[config.mk]
export PLATFORM = sky130hd
export DESIGN_NAME = sfx_arbiter
export DESIGN_NICKNAME = d
export VERILOG_FILES = /design/src/rtl/sfx_pkg.sv /design/src/rtl/tone_gen.sv /design/src/rtl/sfx_arbiter.sv
export SDC_FILE = /design/constraint.sdc
export NUM_CORES = 1
export LEC_CHECK = 0
export BUFFER_PORTS_ARGS = -buffer_cell sky130_fd_sc_hd__buf_2
export CORE_ASPECT_RATIO = 1.4
export CORE_UTILIZATION = 40
export CTS_BUF_LIST = sky130_fd_sc_hd__clkbuf_2 sky130_fd_sc_hd__clkbuf_4 sky130_fd_sc_hd__clkbuf_8
export DETAILED_ROUTE_END_ITERATION = 8
export PLACE_DENSITY = 0.57
export REMOVE_ABC_BUFFERS = 1
export SYNTH_ARGS = -nofsm -noshare
export SYNTH_HDL_FRONTEND = slang
export SYNTH_SLANG_ARGS = --single-unit
[constraint.sdc]
create_clock -name board_clk -period 3.7 [get_ports board_clk]
set_clock_uncertainty 0.15 [all_clocks]
set_input_delay 0.185 -clock board_clk [delete_from_list [all_inputs] [get_ports board_clk]]
set_output_delay 0.185 -clock board_clk [all_outputs]
set_load 0.005 [all_outputs]
[src/rtl/sfx_pkg.sv]
`default_nettype none
// ============================================================================
//  Module   : sfx_pkg
//  Purpose  : Shared types and the constant effect table for sfx_arbiter.
//             Optional feature macro used by the arbiter: SFX_PREEMPT_EN.
//  Revision : 1.0  initial release
// ============================================================================
package sfx_pkg;

    localparam int c_HPW = 18;

    typedef enum logic [1:0] {
        S_IDLE = 2'd0,
        S_LOAD = 2'd1,
        S_PLAY = 2'd2,
        S_DONE = 2'd3
    } state_t;

    typedef struct packed {
        logic [c_HPW-1:0] hp;
        logic [7:0]       dur;
    } note_t;

    // Effect table lookup: id 0 jump, 1 score, 2 crash; unknown ids are empty.
    function automatic note_t sfx_note(input logic [1:0] id, input logic [1:0] idx);
        note_t n;
        n = '{hp: '0, dur: '0};
        case ({id, idx})
            4'b00_00: n = '{hp: 18'd47755,  dur: 8'd60};
            4'b00_01: n = '{hp: 18'd37908,  dur: 8'd60};
            4'b01_00: n = '{hp: 18'd37908,  dur: 8'd40};
            4'b01_01: n = '{hp: 18'd31888,  dur: 8'd40};
            4'b01_10: n = '{hp: 18'd25310,  dur: 8'd80};
            4'b10_00: n = '{hp: 18'd191131, dur: 8'd150};
            4'b10_01: n = '{hp: 18'd0,      dur: 8'd50};
            4'b10_10: n = '{hp: 18'd255102, dur: 8'd250};
            default:  n = '{hp: '0, dur: '0};
        endcase
        return n;
    endfunction

endpackage
`default_nettype wire

[src/rtl/tone_gen.sv]
`default_nettype none
// ============================================================================
//  Module   : tone_gen
//  Purpose  : Half-period counter producing a registered square wave.
//             hp = 0 holds the output low (rest note).
//  Revision : 1.0  initial release
// ============================================================================
module tone_gen #(
    parameter int HPW = 18
) (
    input  logic           clk,
    input  logic           Reset,
    input  logic           clr,
    input  logic           en,
    input  logic [HPW-1:0] hp,
    output logic           out
);

    logic [HPW-1:0] r_cnt;
    logic           r_out;

    // Count 0..hp-1 while enabled; toggle the output on each wrap.
    always_ff @(posedge clk or posedge Reset) begin
        if (Reset) begin
            r_cnt <= '0;
            r_out <= 1'b0;
        end else if (clr) begin
            r_cnt <= '0;
            r_out <= 1'b0;
        end else if (en && (hp != '0)) begin
            if (r_cnt == hp - HPW'(1)) begin
                r_cnt <= '0;
                r_out <= ~r_out;
            end else begin
                r_cnt <= r_cnt + HPW'(1);
            end
        end
    end

    assign out = r_out;

endmodule
`default_nettype wire

[src/rtl/sfx_arbiter.sv]
`default_nettype none
// ============================================================================
//  Module   : sfx_arbiter
//  Purpose  : Latches effect requests, grants the amplifier by fixed priority
//             (highest index wins) and plays the granted effect's notes.
//             Define SFX_PREEMPT_EN to let a higher-priority request abort a
//             playing note; otherwise effects run to completion.
//             HP_SHIFT right-shifts table half-periods (0 = true pitch).
//  Revision : 1.0  initial release
// ============================================================================
module sfx_arbiter
    import sfx_pkg::*;
#(
    parameter int N_REQ    = 3,
    parameter int TICK_DIV = 100000,
    parameter int HPW      = 18,
    parameter int HP_SHIFT = 0
) (
    input  logic             board_clk,
    input  logic             Reset,
    input  logic [N_REQ-1:0] req,
    output logic             ampPWM,
    output logic             ampSD,
    output logic             busy,
    output logic [1:0]       active_id
);

    localparam int c_PW = (TICK_DIV > 1) ? $clog2(TICK_DIV) : 1;

    state_t           r_state, w_state_nxt;
    logic [N_REQ-1:0] r_pending, w_clr_mask;
    logic [1:0]       r_active_id, w_id_nxt;
    logic [1:0]       r_note_idx, w_idx_nxt;
    logic [c_PW-1:0]  r_presc;
    logic [7:0]       r_ticks;
    logic             r_amp_sd;
    logic             w_grant_vld, w_take;
    logic [1:0]       w_grant_id;
    logic             w_presc_wrap, w_note_end;
    logic [HPW-1:0]   w_hp;
    note_t            w_note;

    assign w_note       = sfx_note(r_active_id, r_note_idx);
    assign w_hp         = HPW'(w_note.hp >> HP_SHIFT);
    assign w_presc_wrap = (r_presc == c_PW'(TICK_DIV - 1));
    assign w_note_end   = (r_state == S_PLAY) && w_presc_wrap && (r_ticks + 8'd1 == w_note.dur);

    // Priority encoder: the highest set pending bit is the candidate grant.
    always_comb begin
        w_grant_vld = 1'b0;
        w_grant_id  = 2'd0;
        for (int i = 0; i < N_REQ; i++) begin
            if (r_pending[i]) begin
                w_grant_vld = 1'b1;
                w_grant_id  = 2'(i);
            end
        end
    end

    // Next-state logic; w_take marks the cycle a grant is issued.
    always_comb begin
        w_state_nxt = r_state;
        w_take      = 1'b0;
        w_id_nxt    = r_active_id;
        w_idx_nxt   = r_note_idx;
        case (r_state)
            S_IDLE, S_DONE: begin
                if (w_grant_vld) begin
                    w_take      = 1'b1;
                    w_id_nxt    = w_grant_id;
                    w_idx_nxt   = 2'd0;
                    w_state_nxt = S_LOAD;
                end else begin
                    w_state_nxt = S_IDLE;
                end
            end
            S_LOAD: begin
                w_state_nxt = (w_note.dur == 8'd0) ? S_DONE : S_PLAY;
            end
            S_PLAY: begin
                if (w_note_end) begin
                    if (r_note_idx == 2'd3) begin
                        w_state_nxt = S_DONE;
                    end else begin
                        w_idx_nxt   = r_note_idx + 2'd1;
                        w_state_nxt = S_LOAD;
                    end
                end
`ifdef SFX_PREEMPT_EN
                if (w_grant_vld && (w_grant_id > r_active_id)) begin
                    w_take      = 1'b1;
                    w_id_nxt    = w_grant_id;
                    w_idx_nxt   = 2'd0;
                    w_state_nxt = S_LOAD;
                end
`endif
            end
            default: w_state_nxt = S_IDLE;
        endcase
    end

    // A granted bit clears, but a request arriving the same cycle re-pends it.
    assign w_clr_mask = w_take ? (N_REQ'(1) << w_grant_id) : '0;

    // State, grant bookkeeping and amplifier enable registers.
    always_ff @(posedge board_clk or posedge Reset) begin
        if (Reset) begin
            r_state     <= S_IDLE;
            r_pending   <= '0;
            r_active_id <= 2'd0;
            r_note_idx  <= 2'd0;
            r_amp_sd    <= 1'b0;
        end else begin
            r_state     <= w_state_nxt;
            r_pending   <= (r_pending & ~w_clr_mask) | req;
            r_active_id <= w_id_nxt;
            r_note_idx  <= w_idx_nxt;
            r_amp_sd    <= (w_state_nxt == S_LOAD) || (w_state_nxt == S_PLAY);
        end
    end

    // Duration timing: prescaler and tick count run only in PLAY.
    always_ff @(posedge board_clk or posedge Reset) begin
        if (Reset) begin
            r_presc <= '0;
            r_ticks <= 8'd0;
        end else if (r_state == S_PLAY) begin
            if (w_presc_wrap) begin
                r_presc <= '0;
                r_ticks <= r_ticks + 8'd1;
            end else begin
                r_presc <= r_presc + c_PW'(1);
            end
        end else begin
            r_presc <= '0;
            r_ticks <= 8'd0;
        end
    end

    tone_gen #(
        .HPW (HPW)
    ) u_tone (
        .clk   (board_clk),
        .Reset (Reset),
        .clr   (w_state_nxt != S_PLAY),
        .en    (r_state == S_PLAY),
        .hp    (w_hp),
        .out   (ampPWM)
    );

    assign ampSD     = r_amp_sd;
    assign busy      = (r_state != S_IDLE);
    assign active_id = r_active_id;

endmodule
`default_nettype wire

==> flow_metrics.env, run 1 <==
export IMPL_status="completed"
export IMPL_synth_distinct_cells=60
export IMPL_dpl_hpwl_um=7170
export IMPL_nets=487
export IMPL_dpl_cell_area_mm2=0.00416
export IMPL_die_h_um=119
export IMPL_clk_path_buf_depth=2
export IMPL_totalWireLength_um=9530
export IMPL_fin_crit_sh=0.935
export IMPL_areaGrowthSynthToFinish_pct=12.6
export IMPL_fillers=946
export IMPL_via_per_inst=5.58
export IMPL_rows=42
export IMPL_synth_area_mm2=0.00389
export IMPL_numCtsBuffers=5
export IMPL_crit_family="simple AND/OR/NAND/NOR gates"
export IMPL_r2r_start="r_note_idx[1]"
export IMPL_drtAntennaViolNets=0
export IMPL_slew_headroom=0.320
export IMPL_diodes=0
export IMPL_hp_start="r_presc[0]"
export IMPL_slew_viol_final=0
export IMPL_clock_latency_ps=330
export IMPL_worst_setup_path_type="flip-flop to flip-flop"
export IMPL_wl_per_cell_um=16.5
export IMPL_stdcell_count=579
export IMPL_core_area_mm2=0.00946
export IMPL_setup_viol=0
export IMPL_vias=3231
export IMPL_slowest_stage="dfrtp_1"
export IMPL_portBuffers=9
export IMPL_grt_pass1_wl_um=15800
export IMPL_synth_edf_count=0
export IMPL_yosys_area_top_type="dfrtp_1"
export IMPL_max_freq_ghz=0.289
export IMPL_netlist_instances=439
export IMPL_slowest_delay_ps=410
export IMPL_cts_root_buf="clkbuf_8"
export IMPL_cap_viol_max_count=0
export IMPL_dieArea_mm2=0.0101
export IMPL_cts_num_sinks=54
export IMPL_grtUsageTotal=0.199
export IMPL_postLayoutCellArea_mm2=0.00438
export IMPL_start_util=0.411
export IMPL_worst_slew_pin_slew_ps=1020
export IMPL_cp_num_buf_inv=2
export IMPL_period_needed_ps=3460
export IMPL_first_iter_violations=77
export IMPL_worst_ir_drop_vdd_mv=0.202
export IMPL_ys_flop_type="dfrtp_1"
export IMPL_cp_startpoint="r_note_idx[1]"
export IMPL_rsz0062_at_grt="no"
export IMPL_async_flop_share=1.00
export IMPL_gr_total_overflow=0
export IMPL_fp_dieW_um=85.3
export IMPL_grt_antenna_before_repair=0
export IMPL_power_density_mw_per_mm2=502
export IMPL_p_leak_nw=1.73
export IMPL_globalplace_congestion=0.835
export IMPL_final_layout_size_suffix_gt1_frac=0.173
export IMPL_grt_pass1_vias=3244
export IMPL_drcViolationCount=0
export IMPL_ys_ff_latch=54
export IMPL_hold_path_class="flip-flop to flip-flop"
export IMPL_cp_start_kind="flip-flop"
export IMPL_cts_tree="yes"
export IMPL_cpMostUsedCell="ha_1"
export IMPL_cp_required_ps=3770
export IMPL_synth_area_per_cell_um2=8.86
export IMPL_yosysWarnings=0
export IMPL_crit_chain="inv_1 > ha_1 > o21a_1 > a21boi_0 > or3_1 > a211oi_2 > nand4_1 > mux2_2 > a21oi_1 > nor2b_1 > ha_1 > inv_2 > o21ai_4 > nor4_2 > xnor2_1 > nor2_1"
export IMPL_ys_top_cells_by_area="dfrtp_1, xnor2_1, xor2_1"
export IMPL_grt_max_degree=46
export IMPL_ios=10
export IMPL_clk_pin_slew_ps=110
export IMPL_hold_violations=0
export IMPL_ys_seq_area_frac=0.347
export IMPL_dp_cells=567
export IMPL_drt_pass1_iter_count=4
export IMPL_worst_setup_path_end_kind="flip-flop"
export IMPL_synth_top_area_frac=0.347
export IMPL_cp_max_fo=10
export IMPL_htreeDepth=2
export IMPL_arrival_ps=3530
state kept, by name, summed over array words and instances, names as in the netlist:
name	count
r_ticks	8
u_tone.out	1
ampSD	1
active_id	2
r_pending	3
r_state	2
r_presc	17
r_note_idx	2
u_tone.r_cnt	18
through the flow:
stage          setup TNS [ps]  setup WS (ps)  hold WS [ps]  utilization  total power, mW
2_1_floorplan            -340          -67.3           127            -             1.43
3_3_place_gp                0            195           219        0.440             1.75
3_5_place_dp                0            118           221        0.440             1.77
4_1_cts                     0           89.6           392        0.457             2.20
5_1_grt                     0          0.894           420        0.463             2.35
6_report                    0            242           391        0.463             2.20
cells by family (layout without fill, tap and decap cells):
logic type                 count (synthesis)  in the layout  share of synthesized area
and+or+nand+nor                          201            201                      0.266
AOI/OAI and AO/OA                         66             66                      0.132
xor gates and xnor gates                  65             65                      0.150
buffers and inverters                     31             61                     0.0380
DFF                                       54             54                      0.347
adders and majority gates                 14             14                     0.0450
muxes                                      8              8                     0.0212
synthesized netlist by cell type, drive strengths merged (2+ instances only):
cell     number
nand2b        8
xnor2        39
o21bai        2
and3         14
dfrtp        54
o221ai        4
a21oi        13
o31ai         3
o21ai        17
mux2i         6
ha           14
nor4         11
a31oi         4
clkbuf        5
buf           9
nand3        26
mux2          2
or3           4
a211oi        3
xor2         25
nor3b         4
nor3         15
nor2b         6
or2           2
nor2         63
a221oi        2
inv          17
nand3b        2
nand2        37
nand4bb       2
o21a          4
nand4         4
power by group:
group / leakage [nW] / switching, mW / total (mW) / internal (mW)
logic: 0.940 / 0.670 / 1.08 / 0.408
registers: 0.732 / 0.0605 / 0.695 / 0.634
clock network: 0.0563 / 0.220 / 0.427 / 0.207
total: 1.73 / 0.950 / 2.20 / 1.25
area by class of cell:
class	instances	area, um2	area share
Timing Repair Buffer	36	258	0.0588
Inverter	17	63.8	0.0146
Clock buffer	5	68.8	0.0157
Multi-Input combinational cell	354	2450	0.560
Tap cell	110	138	0.0314
Clock inverter	3	48.8	0.0111
Sequential cell	54	1350	0.308
layer usage:
metal	global-route usage	up-vias	routed length [um]
li1	-	1586	-
met1	0.212	1573	3700
met2	0.377	50	5190
met3	0.0265	22	227
met4	0.0948	0	412
met5	0	-	0
placed cells by master (no fill, tap or decap), drive strengths merged, types with 15 or more instances in the layout:
cell | Yosys | final
buf | 9 | 32
dfrtp | 54 | 54
inv | 17 | 18
nand2 | 37 | 37
nand3 | 26 | 26
nor2 | 63 | 63
nor3 | 15 | 15
o21ai | 17 | 17
xnor2 | 39 | 39
xor2 | 25 | 25
final timing paths:
path	to	slack (ps)	depth (start not counted)
worst max-delay path	u_tone.r_cnt[15]	240	16
worst min-delay path	r_presc[0]	390	1
worst max register to register	u_tone.r_cnt[15]	240	16
worst min register to register	r_presc[0]	390	1
max in group asynchronous	r_note_idx[0]	2140	4
min in group asynchronous	u_tone.r_cnt[4]	480	3
what timing repair did:
action	4_1_cts	5_1_grt
gates resized for setup	0	12
hold buffers	4	0
endpoints found under the hold margin	47	0
setup endpoints to repair	0	16
setup buffers	0	0
worst reg2reg max path, cell delays in order, from the launching register on:
cell	delay, ps
dfrtp_1	410
inv_1	110
ha_1	240
o21a_1	160
a21boi_0	90
or3_1	330
a211oi_2	210
nand4_1	150
mux2_2	290
a21oi_1	150
nor2b_1	80
ha_1	210
inv_2	90
o21ai_4	130
nor4_2	310
xnor2_1	170
nor2_1	70
Note: power is estimated with default switching activity, not from simulation.
==> run 2: changes to the inputs <==
--- a/config.mk
+++ b/config.mk
@@ -6,11 +6,10 @@
 export NUM_CORES = 1
 export LEC_CHECK = 0
 export BUFFER_PORTS_ARGS = -buffer_cell sky130_fd_sc_hd__buf_2
-export CORE_ASPECT_RATIO = 1.4
-export CORE_UTILIZATION = 40
+export CORE_UTILIZATION = 31
 export CTS_BUF_LIST = sky130_fd_sc_hd__clkbuf_2 sky130_fd_sc_hd__clkbuf_4 sky130_fd_sc_hd__clkbuf_8
 export DETAILED_ROUTE_END_ITERATION = 8
-export PLACE_DENSITY = 0.57
+export PLACE_DENSITY = 0.47
 export REMOVE_ABC_BUFFERS = 1
 export SYNTH_ARGS = -nofsm -noshare
 export SYNTH_HDL_FRONTEND = slang
==> run 2 against run 1 <==
  * Sequential share of layout area shrank 0.62 points
  * Sequential power is essentially flat
  * Die area is 28% higher
  * Hold slack lost 56 ps
  * Total power decreased by 3.6%
  * Cell count rose by 9.7%
  * Register-to-register slack is essentially flat
  * Design area up 2.1%
  * First-iteration DRC count increased by 100%
  * Core utilization down 9.4 points
  * Largest cell class unchanged
  * Critical endpoint is now u_tone.r_cnt[17]
==> flow_metrics.env, run 2 (synthesis gave the netlist of run 1 again) <==
export IMPL_status="completed"
export IMPL_grtUsageMet2=0.261
export IMPL_htreeDepth=2
export IMPL_period_needed_ps=3450
export IMPL_largestRegisters="u_tone.r_cnt (18), r_presc (17), r_ticks (8)"
export IMPL_rsz0062_at_grt="no"
export IMPL_largest_reg_flops=18
export IMPL_cts_num_sinks=54
export IMPL_core_area_mm2=0.0121
export IMPL_dieArea_mm2=0.0130
export IMPL_rows=40
export IMPL_cp_required_ps=3760
export IMPL_worst_r2r_setup_slack_ps=250
export IMPL_slew_viol_final=0
export IMPL_vias=3159
export IMPL_fp_dieW_um=114
export IMPL_tns_ps=0
export IMPL_totalWireLength_um=9480
export IMPL_crit_chain="inv_2 > ha_2 > o21a_1 > a21boi_0 > or3_1 > a211oi_2 > nand4_1 > mux2_4 > a21oi_1 > nor2b_1 > ha_2 > inv_2 > o21ai_2 > nor4_4 > xnor2_1 > nor2_2"
export IMPL_nets=486
export IMPL_worst_ir_drop_vdd_mv=0.197
export IMPL_drcViolationCount=0
export IMPL_diodes=0
export IMPL_cts_tree="yes"
export IMPL_grt_max_degree=29
export IMPL_grt_pass1_wl_um=16000
export IMPL_largest_register="u_tone.r_cnt"
export IMPL_clk_pin_slew_ps=100
export IMPL_grt_busiest_layer="met2"
export IMPL_final_cell_mix="dfrtp_1, nor2_1, xnor2_1, nand2_1, nand3_1"
export IMPL_slowest_delay_ps=400
export IMPL_power_density_mw_per_mm2=474
export IMPL_first_iter_violations=157
export IMPL_globalplace_congestion=0.850
export IMPL_arrival_ps=3500
export IMPL_hold_path_class="input port to async pin"
export IMPL_grt_pass1_vias=3096
export IMPL_cts_root_buf="clkbuf_8"
export IMPL_via_per_inst=4.97
export IMPL_clk_path_buf_depth=2
export IMPL_die_h_um=114
export IMPL_clock_latency_ps=320
export IMPL_p_leak_nw=1.75
export IMPL_drtAntennaViolNets=0
export IMPL_portBuffers=9
export IMPL_grt_use_met1=0.207
export IMPL_worst_slew_pin_slew_ps=623
export IMPL_cp_max_fo=5
export IMPL_worst_setup_path_type="flip-flop to flip-flop"
export IMPL_ios=10
export IMPL_gr_total_overflow=0
export IMPL_utilization=0.369
export IMPL_layout_commonest_cell="dfrtp_1"
export IMPL_slowest_stage="dfrtp_1"
export IMPL_setup_ws_ps=252
export IMPL_drt_pass1_iter_count=4
export IMPL_hold_violations=0
export IMPL_fillers=1268
export IMPL_grt_antenna_before_repair=0
export IMPL_met3_usage=0.0287
export IMPL_cp_num_buf_inv=2
export IMPL_place_ws_ps=120
export IMPL_slew_headroom=0.584
export IMPL_fin_crit_sh=0.932
export IMPL_power_mw=2.12
export IMPL_numCtsBuffers=5
export IMPL_setup_viol=0
export IMPL_postLayoutCellArea_mm2=0.00447
export IMPL_max_freq_ghz=0.290
export IMPL_start_util=0.321
export IMPL_wl_per_cell_um=14.9
export IMPL_areaGrowthSynthToFinish_pct=15.0
export IMPL_dpl_hpwl_um=7120
export IMPL_dpl_cell_area_mm2=0.00422
export IMPL_grtUsageTotal=0.157
export IMPL_cp_start_kind="flip-flop"
export IMPL_worst_setup_path_end_kind="flip-flop"
export IMPL_crit_family="simple AND/OR/NAND/NOR gates"
export IMPL_final_layout_size_suffix_gt1_frac=0.184
export IMPL_cap_viol_max_count=0
## run 2: changes by cell type in the layout (fill, tap and decap cells not counted), moves of 2 or more
cell | previous run | this run
buf_4 | 23 | 19
inv_2 | 2 | 4
nor4_4 | 1 | 3
ha_2 | 1 | 3
inv_1 | 15 | 13
nor4_2 | 4 | 2
ha_1 | 13 | 10
## run 2: report_power, final
group	total, mW	switching, mW	internal (mW)
clock network	0.333	0.195	0.138
registers	0.698	0.0622	0.636
logic	1.09	0.663	0.428
total	2.12	0.920	1.20
## run 2: cell type report
type / count / area, um2 / share of cell area
Multi-Input combinational cell: 355 / 2500 / 0.560
Sequential cell: 54 / 1350 / 0.302
Timing Repair Buffer: 34 / 259 / 0.0579
Tap cell: 168 / 210 / 0.0470
Clock buffer: 6 / 76.3 / 0.0171
Inverter: 17 / 63.8 / 0.0143
Clock inverter: 1 / 7.51 / 0.00168
## run 2: final timing paths
| check | start | end | cells past startpoint |
|---|---|---|---|
| hold reg to reg | r_pending[1] | active_id[0] | 2 |
| min in group board_clk | r_pending[1] | active_id[0] | 2 |
| hold / removal | Reset | active_id[1] | 3 |
| max in group asynchronous | Reset | r_presc[6] | 4 |
| setup reg to reg | r_note_idx[0] | u_tone.r_cnt[17] | 16 |
| setup / recovery | r_note_idx[0] | u_tone.r_cnt[17] | 16 |
## run 2: through the flow
stage          hold slack [ps]  instances
3_5_place_dp               156        622
5_1_grt                    373        635
2_1_floorplan              127        425
6_report                   335        635
4_1_cts                    343        633
3_3_place_gp               161        622
## run 2: metal layers
| layer | routed length, um | share of wire |
|---|---|---|
| met2 | 4600 | 0.49 |
| met4 | 125 | 0.013 |
| met3 | 202 | 0.021 |
| met1 | 4550 | 0.48 |
| met5 | 0 | 0 |
## run 2: worst register-to-register path, stage by stage, from the launching register on
cell and delay (ps):
dfrtp_1 400, inv_2 100, ha_2 230, o21a_1 140, a21boi_0 90, or3_1 330
a211oi_2 180, nand4_1 220, mux2_4 350, a21oi_1 140, nor2b_1 80, ha_2 190
inv_2 100, o21ai_2 140, nor4_4 290, xnor2_1 160, nor2_2 60
## run 2: what timing repair did
item,in CTS,in global routing
gates resized for setup,0,24
setup buffers,0,1
hold endpoints to repair,29,0
setup endpoints to repair,0,15
hold buffers,4,0
